$ cat src/rtl/crc16_frame_appender.sv
// Byte-stream framer: passes payload through and appends CRC-16 (0x1021, MSB first) per frame.
// Optional CRC16_FRAME_CNT_EN adds a frame_cnt output counting completed output frames.
module crc16_frame_appender #(
  parameter logic [15:0] INIT       = 16'hFFFF,
  parameter logic [15:0] OUTPUT_XOR = 16'h0000
) (
  input  logic        clk,
  input  logic        rst_n,
  input  logic        append_en,
  input  logic [7:0]  s_data,
  input  logic        s_valid,
  input  logic        s_last,
  output logic        s_ready,
  output logic [7:0]  m_data,
  output logic        m_valid,
  output logic        m_last,
  input  logic        m_ready,
`ifdef CRC16_FRAME_CNT_EN
  output logic [15:0] crc_value,
  output logic [15:0] frame_cnt
`else
  output logic [15:0] crc_value
`endif
);

  localparam logic [15:0] POLY = 16'h1021;

  typedef enum logic [1:0] {
    PASS   = 2'b00,
    CRC_HI = 2'b01,
    CRC_LO = 2'b10
  } state_t;

  state_t      state_r, state_nxt_s;
  logic [15:0] crc_r, crc_nxt_s;
  logic [15:0] crc_value_r, crc_value_nxt_s;
  logic [7:0]  m_data_r, m_data_nxt_s;
  logic        m_valid_r, m_valid_nxt_s;
  logic        m_last_r, m_last_nxt_s;
  logic        sof_r, sof_nxt_s;
  logic        app_r, app_nxt_s;
  logic        load_ok_s;
  logic        app_eff_s;
  logic        s_ready_s;
  logic [15:0] fcs_s;

  // Eight serial MSB-first steps of the 0x1021 LFSR folded into one byte update.
  function automatic logic [15:0] crc16_next(input logic [15:0] crc, input logic [7:0] data);
    logic [15:0] c;
    logic [7:0]  d;
    logic        fb;
    c = crc;
    d = data;
    for (int k = 0; k < 8; k++) begin
      fb = c[15] ^ d[7];
      c  = {c[14:0], 1'b0} ^ (fb ? POLY : 16'h0000);
      d  = {d[6:0], 1'b0};
    end
    return c;
  endfunction

  assign load_ok_s = !m_valid_r || m_ready;
  assign app_eff_s = sof_r ? append_en : app_r;
  assign fcs_s     = crc_r ^ OUTPUT_XOR;

  // Next-state and next-register values for the framer FSM and output stage.
  always_comb begin
    state_nxt_s     = state_r;
    crc_nxt_s       = crc_r;
    crc_value_nxt_s = crc_value_r;
    m_data_nxt_s    = m_data_r;
    m_valid_nxt_s   = m_valid_r;
    m_last_nxt_s    = m_last_r;
    sof_nxt_s       = sof_r;
    app_nxt_s       = app_r;
    s_ready_s       = 1'b0;
    case (state_r)
      PASS: begin
        s_ready_s = load_ok_s;
        if (s_valid && load_ok_s) begin
          m_data_nxt_s  = s_data;
          m_valid_nxt_s = 1'b1;
          crc_nxt_s     = crc16_next(crc_r, s_data);
          if (sof_r) begin
            app_nxt_s = append_en;
            sof_nxt_s = 1'b0;
          end else begin
            app_nxt_s = app_r;
          end
          if (s_last && app_eff_s) begin
            m_last_nxt_s = 1'b0;
            state_nxt_s  = CRC_HI;
          end else if (s_last) begin
            // Pass-through frame ends here; re-arm for the next frame.
            m_last_nxt_s = 1'b1;
            crc_nxt_s    = INIT;
            sof_nxt_s    = 1'b1;
          end else begin
            m_last_nxt_s = 1'b0;
          end
        end else if (m_ready) begin
          m_valid_nxt_s = 1'b0;
        end else begin
          m_valid_nxt_s = m_valid_r;
        end
      end
      CRC_HI: begin
        if (load_ok_s) begin
          m_data_nxt_s  = fcs_s[15:8];
          m_valid_nxt_s = 1'b1;
          m_last_nxt_s  = 1'b0;
          state_nxt_s   = CRC_LO;
        end else begin
          state_nxt_s = CRC_HI;
        end
      end
      CRC_LO: begin
        if (load_ok_s) begin
          m_data_nxt_s    = fcs_s[7:0];
          m_valid_nxt_s   = 1'b1;
          m_last_nxt_s    = 1'b1;
          crc_value_nxt_s = fcs_s;
          crc_nxt_s       = INIT;
          sof_nxt_s       = 1'b1;
          state_nxt_s     = PASS;
        end else begin
          state_nxt_s = CRC_LO;
        end
      end
      default: begin
        state_nxt_s = PASS;
      end
    endcase
  end

  // State, CRC accumulator and registered output stage.
  always_ff @(posedge clk or negedge rst_n) begin
    if (!rst_n) begin
      state_r     <= PASS;
      crc_r       <= INIT;
      crc_value_r <= 16'h0000;
      m_data_r    <= 8'h00;
      m_valid_r   <= 1'b0;
      m_last_r    <= 1'b0;
      sof_r       <= 1'b1;
      app_r       <= 1'b0;
    end else begin
      state_r     <= state_nxt_s;
      crc_r       <= crc_nxt_s;
      crc_value_r <= crc_value_nxt_s;
      m_data_r    <= m_data_nxt_s;
      m_valid_r   <= m_valid_nxt_s;
      m_last_r    <= m_last_nxt_s;
      sof_r       <= sof_nxt_s;
      app_r       <= app_nxt_s;
    end
  end

  assign s_ready   = s_ready_s;
  assign m_data    = m_data_r;
  assign m_valid   = m_valid_r;
  assign m_last    = m_last_r;
  assign crc_value = crc_value_r;

`ifdef CRC16_FRAME_CNT_EN
  logic [15:0] frame_cnt_r;

  // Counts output beats carrying m_last that the sink accepts.
  always_ff @(posedge clk or negedge rst_n) begin
    if (!rst_n) begin
      frame_cnt_r <= 16'h0000;
    end else if (m_valid_r && m_ready && m_last_r) begin
      frame_cnt_r <= frame_cnt_r + 16'd1;
    end else begin
      frame_cnt_r <= frame_cnt_r;
    end
  end

  assign frame_cnt = frame_cnt_r;
`endif

endmodule

$ cat config.mk
export PLATFORM = sky130hd
export DESIGN_NAME = crc16_frame_appender
export DESIGN_NICKNAME = d
export VERILOG_FILES = /design/src/rtl/crc16_frame_appender.sv
export SDC_FILE = /design/constraint.sdc
export NUM_CORES = 1
export LEC_CHECK = 0
export BUFFER_PORTS_ARGS = -buffer_cell sky130_fd_sc_hd__buf_2
export CAP_MARGIN = 40
export CELL_PAD_IN_SITES_DETAIL_PLACEMENT = 0
export CELL_PAD_IN_SITES_GLOBAL_PLACEMENT = 1
export CORE_MARGIN = 3
export CORE_UTILIZATION = 30
export CTS_BUF_LIST = sky130_fd_sc_hd__clkbuf_8
export DETAILED_ROUTE_END_ITERATION = 10
export HOLD_SLACK_MARGIN = 0.1
export PLACE_DENSITY = 0.62
export SLEW_MARGIN = 10
export SYNTH_ARGS = -nofsm -noshare
export SYNTH_HDL_FRONTEND = slang
export SYNTH_SLANG_ARGS = --single-unit
$ cat constraint.sdc
create_clock -name clk -period 2.6 [get_ports clk]
set_input_delay 0.26 -clock clk [delete_from_list [all_inputs] [get_ports clk]]
set_output_delay 0.26 -clock clk [all_outputs]
set_load 0.005 [all_outputs]
== After elaboration in Yosys (flattened, before gate mapping) ==
Index checks and enable logic that the tools add are counted.
Word-level totals
  flip-flop bits (word level): 46
  input port bits: 14
  output and inout bits: 27
  logic and storage cells: 81
Cells by class
  equality and inequality tests: 8
  multiplexer cells: 34
  bitwise operators: 16
  reductions and logical operators: 15
Operator list (count)
  bitwise XOR 16 x 13 -> 16 bit: 8
  2-to-1 mux 13 bit: 8
  2-to-1 mux 16 bit: 4
  one-hot mux 16 bit (2 select lines): 1
  2-to-1 mux 8 bit: 3
  one-hot mux 8 bit (3 select lines): 1
  2-to-1 mux 1 bit: 9
  2-to-1 mux 2 bit: 4
  != test 2 bit, second input constant: 4
  bitwise XOR 1 bit: 8
  one-hot mux 2 bit (3 select lines): 1
  AND reduction 2 bit: 3
  AND reduction 3 bit: 2
  one-hot mux 1 bit (2 select lines): 2
  AND reduction 4 bit: 1
  nonzero test 2 bit: 2
  != test 3 bit, second input constant: 1
  one-hot mux 1 bit (3 select lines): 1
  nonzero test 3 bit: 1
  equality test 2 x 1 -> 1 bit, second input constant: 1
  equality test 2 bit, second input constant: 1
  logical AND 1 bit: 2
  logical NOT 2 bit: 1
  != test 2 x 1 -> 1 bit, second input constant: 1
  3 further kinds: 3

== Depth between registers and ports, before layout ==
  word-level depth: 28
  gate-level depth with buffers: 8

== Worst setup path before layout ==
Ideal clock, no wire load.
  path kind: flip-flop to flip-flop
  start: register state_r[0]
  end: register crc_r[14]
  data arrival time: 1475 ps
  slack: 1051 ps
  stages on the path, launching flop included: 9
  buffers on the path: 2
  cells stage by stage: dfrtp_1 -> inv_1 -> ha_1 -> buf_4 -> mux2i_1 -> a21oi_2 -> buf_2 -> nor2_1 -> a21oi_1
On the way
  cells in the longest elaborated chain, start to end: 3
  elaborated cells between the ends (all ways): 7
  classes of those cells: eq/ne (3); mux (1); reduce/logical (3)
Ends and longest elaborated chain
  start: declaration: RTL line 34  | state_t state_r, state_nxt_s;
  start signal: assignment: RTL line 148  | state_r <= state_nxt_s;
  equality test 2 bit or logical NOT 2 bit (tied branches): RTL line 77  | case (state_r)
  != test 2 bit (no line) or nonzero test 2 bit (tied branches)
  AND reduction 3 bit (no line)
  end signal: assignment: RTL line 149  | crc_r <= crc_nxt_s;
  end: declaration: RTL line 35  | logic [15:0] crc_r, crc_nxt_s;
Several ways; a longest one is shown, not always the timed one.
A chain may end at the register's enable or synchronous reset.

== Final worst setup path ==
  start: register state_r[0]
  end: register m_data_r[2], in the netlist m_data[2]
On the way
  cells in the longest elaborated chain, start to end: 3
  elaborated cells between the ends (all ways): 9
  classes of those cells: eq/ne (5); mux (1); reduce/logical (3)
Ends and longest elaborated chain
  equality test 2 x 1 -> 1 bit (tied with other cells): RTL line 77
  != test 2 bit (no line) or nonzero test 3 bit (tied branches)
  AND reduction 4 bit (no line)
  end signal: assignment: RTL line 151  | m_data_r <= m_data_nxt_s;
  end: declaration: RTL line 37  | logic [7:0] m_data_r, m_data_nxt_s;
Several ways; a longest one is shown, not always the timed one.

==> insert_results.sql <==
INSERT INTO impl_metrics (metric_group, metric, value, unit) VALUES
('yosys', 'yosys_register_bits', '46', ''),
('sta', 'timing.slew.headroom', '55.84', '%'),
('cells_and_area', 'final_common_cell', 'buf_2', ''),
('setup_path', 'timing.critical_path.max_delay_family', 'compound AO/OA/AOI/OAI gates', ''),
('sta', 'post-route-min-period', '2.034', 'ns'),
('cells_and_area', 'layout-drive-gt1-share', '37.80', '%'),
('cells_and_area', 'final-seq-area', '1172', 'µm²'),
('cells_and_area', 'antennaDiodeCount', '0', ''),
('cells_and_area', 'flow.area_growth_from_synthesis', '16.68', '%'),
('status', 'outcome', 'finished, final reports clean', ''),
('sta', 'worst_pin_slew', '0.6624', 'ns'),
('setup_path', 'worstSetupPathType', 'reg2reg', ''),
('die', 'floorplan.die.height', '93.89', 'µm'),
('yosys', 'syn-mean-instance-area', '10.98', 'µm²'),
('die', 'floorplan.initialDensity', '31.44', '%'),
('die', 'coreArea', '7370', 'µm²'),
('die', 'die_width', '93.89', 'µm'),
('setup_path', 'cp-end-kind', 'flip-flop', ''),
('cells_and_area', 'leading_cell_types_in_the_layout_fill_and_taps_excluded', 'buf_2, dfrtp_1, nor2_1', ''),
('routing', 'route.vias.total', '1595', ''),
('cells_and_area', 'design.final.nets', '271', ''),
('yosys', 'synth_cells', '211', ''),
('setup_path', 'max_stage_delay', '0.54', 'ns'),
('clock_tree', 'htree_num_levels', '2', ''),
('clock_tree', 'numClockSinks', '46', ''),
('clock_tree', 'path_clk_slew', '0.09', 'ns'),
('clock_tree', 'clock_tree.buffer_depth', '2', ''),
('clock_tree', 'worstSkewPairLatency', '0.30', 'ns'),
('setup_path', 'critPathRequiredTime', '2.76', 'ns'),
('sta', 'rsz0062_at_grt', 'no', ''),
('setup_path', 'cp_max_fo', '18', ''),
('min_path', 'hold_path_class', 'in2reg', ''),
('routing', 'detail_route.iter0.violations', '88', ''),
('routing', 'antenna_violating_nets_post_route', '0', ''),
('die', 'number_of_placement_rows', '31', ''),
('clock_tree', 'cts_hold_buf', '1', ''),
('setup_path', 'slowest_stage', 'o221ai_2', ''),
('grt', 'vias_in_the_first_global_route', '1539', ''),
('clock_tree', 'cts_resized', '0', ''),
('die', 'design.die.area', '8814', 'µm²'),
('run', 'max_cap_violations', '0', ''),
('setup_path', 'cp_num_buf_inv', '1', ''),
('clock_tree', 'clockRootBuffer', 'clkbuf_8', ''),
('yosys', 'yosys.cell_types.count', '32', ''),
('cells_and_area', 'multiInputGateArea', '1050', 'µm²'),
('placement', 'buffer_ports.inserted', '40', ''),
('sta', 'hold_violations', '0', ''),
('power', 'leakage', '1.108', 'nW'),
('yosys', 'syn-num-nets', '229', ''),
('cells_and_area', 'final_cell_area', '2704', 'µm²'),
('clock_tree', 'tritoncts', 'yes', ''),
('setup_path', 'crit_path_start_kind', 'flip-flop', ''),
('yosys', 'synthesis.area', '2317', 'µm²'),
('power', 'vdd_drop_max', '0.0003852', 'V'),
('sta', 'report.final.slew_viol_count', '0', ''),
('placement', 'detail_placement_hpwl', '3714', 'µm'),
('grt', 'grt_pass1_wl', '8452', 'µm'),
('die', 'top_level_ports', '41', ''),
('grt', 'largest_net_degree_at_the_start_of_global_routing', '26', ''),
('routing', 'drcViolationCount', '0', ''),
('cells_and_area', 'fillers', '784', ''),
('placement', 'place.gp.congestion', '0.7454', ''),
('sta', 'final.setup.tns', '0', 'ns'),
('clock_tree', 'cts_post_setup_buffers_inserted', '0', ''),
('placement', 'placed_cell_area', '2614', 'µm²'),
('sta', 'post-route-period-util', '78.23', '%'),
('yosys', 'yosys_warnings', '0', ''),
('sta', 'clock.fmax', '0.4916', 'GHz'),
('grt', 'antenna_found_initial', '0', ''),
('grt', 'grt.overflow.total', '0', ''),
('power', 'power.density', '1330', 'nW/µm²'),
('routing', 'dr.pass1.iters', '4', ''),
('sta', 'timing.final.setup_violations', '0', ''),
('grt', 'groute.usage.overall', '12.52', '%'),
('routing', 'route.detailed.wl_per_inst', '14.75', 'µm'),
('yosys', 'seq_area_frac_synth', '50.59', '%'),
('clock_tree', 'cts_made_buffers', '5', ''),
('setup_path', 'worstPathCellList', 'inv_1 > ha_1 > nor3_1 > o221ai_2 > o21ai_0', ''),
('sta', 'clock_skew', '0.008936', 'ns'),
('setup_path', 'worst_ep_arrival_time', '2.19', 'ns'),
('routing', 'wirelength', '5206', 'µm'),
('routing', 'via_per_inst', '4.518', '');
-- state kept, by name, summed over array words and instances, names as in the netlist --
signal	count
sof_r	1
m_data	8
state_r	2
app_r	1
m_last	1
crc_value	16
m_valid	1
crc_r	16
-- metal layers --
layer	wire, µm	GRT usage, %	vias up
met5	0	0	-
met4	55	3.249	0
met3	197	2.724	5
met2	2321	18.51	34
met1	2632	18.44	745
li1	-	-	811
-- metrics by stage --
stage                     worst slack, ns  power [W]  util [%]  hold WS [ns]  std cells
after floorplan                     1.052   0.002691         -      -0.03559        211
after global placement             0.6139   0.003193     35.47        0.1939        344
after detailed placement           0.5421   0.003220     35.47        0.1941        344
after CTS                          0.5296   0.003651     36.69        0.2614        353
after global routing               0.3690   0.003927     36.69        0.2856        353
final                              0.5660   0.003597     36.69        0.2764        353
-- cells in the mapped netlist --
| library cell | n | area share [%] |
|---|---|---|
| nand4b_1 | 1 | 0.38 |
| mux2_2 | 17 | 8.3 |
| and2_1 | 1 | 0.27 |
| xor2_2 | 3 | 2.1 |
| xnor2_2 | 2 | 1.4 |
| o221ai_2 | 1 | 0.65 |
| o22ai_1 | 1 | 0.27 |
| a21oi_1 | 11 | 2.4 |
| or4b_1 | 1 | 0.43 |
| dfstp_2 | 17 | 19 |
| mux2i_1 | 2 | 0.86 |
| xor2_1 | 6 | 2.3 |
| nand2b_2 | 1 | 0.38 |
| buf_2 | 4 | 0.86 |
| buf_4 | 5 | 1.6 |
| ha_1 | 4 | 2.2 |
| mux2i_2 | 1 | 0.59 |
| a22oi_1 | 9 | 2.9 |
| nand2_1 | 17 | 2.8 |
| dfrtp_1 | 29 | 31 |
| clkbuf_1 | 2 | 0.32 |
| inv_1 | 8 | 1.3 |
| o31a_1 | 1 | 0.38 |
| nor2b_1 | 1 | 0.27 |
| o21ai_0 | 18 | 3.9 |
| nand2_2 | 1 | 0.27 |
| nor3_1 | 1 | 0.22 |
| a31oi_1 | 10 | 2.7 |
| xnor2_1 | 13 | 4.9 |
| o22a_1 | 1 | 0.38 |
| a21oi_2 | 3 | 1.1 |
| nor2_1 | 19 | 3.1 |
-- worst paths after layout --
check                      startpoint         to  depth (start not counted)  slack [ns]
setup / recovery           state_r[0]  m_data[2]                          5        0.57
hold / removal                s_valid      app_r                          2        0.28
setup reg to reg           state_r[0]  m_data[2]                          5        0.57
hold reg to reg                m_last     m_last                          2        0.48
max in group asynchronous       rst_n      sof_r                          3        1.57
min in group asynchronous       rst_n  m_data[3]                          2        0.40
-- report_power, final --
group / internal [W] / leakage [nW] / switching (W) / total [W]
clock network: 0.000180 / 0.0519 / 0.000239 / 0.000419
logic: 0.000830 / 0.559 / 0.00100 / 0.00183
registers: 0.00110 / 0.498 / 0.000240 / 0.00134
total: 0.00211 / 1.11 / 0.00148 / 0.00360
-- cells by family (layout without fill, tap and decap cells) --
family	count (synthesis)	count (layout)	synth area share [%]
AOI/OAI and AO/OA	55	55	14.69
xor gates and xnor gates	24	24	10.69
adders and majority gates	4	4	2.160
buffers and inverters	19	62	4.104
DFF	46	46	50.59
muxes	20	20	9.719
and+or+nand+nor	43	43	8.046
-- cell type report --
cell class | instances | area share [%]
clock inverter | 3 | 0.4165
sequential | 46 | 43.36
inverter | 8 | 1.111
multi-input combinational | 146 | 38.82
timing repair buffer | 46 | 9.162
clock buffer | 5 | 2.545
tap | 99 | 4.581
Note: power is estimated with default switching activity, not from simulation.
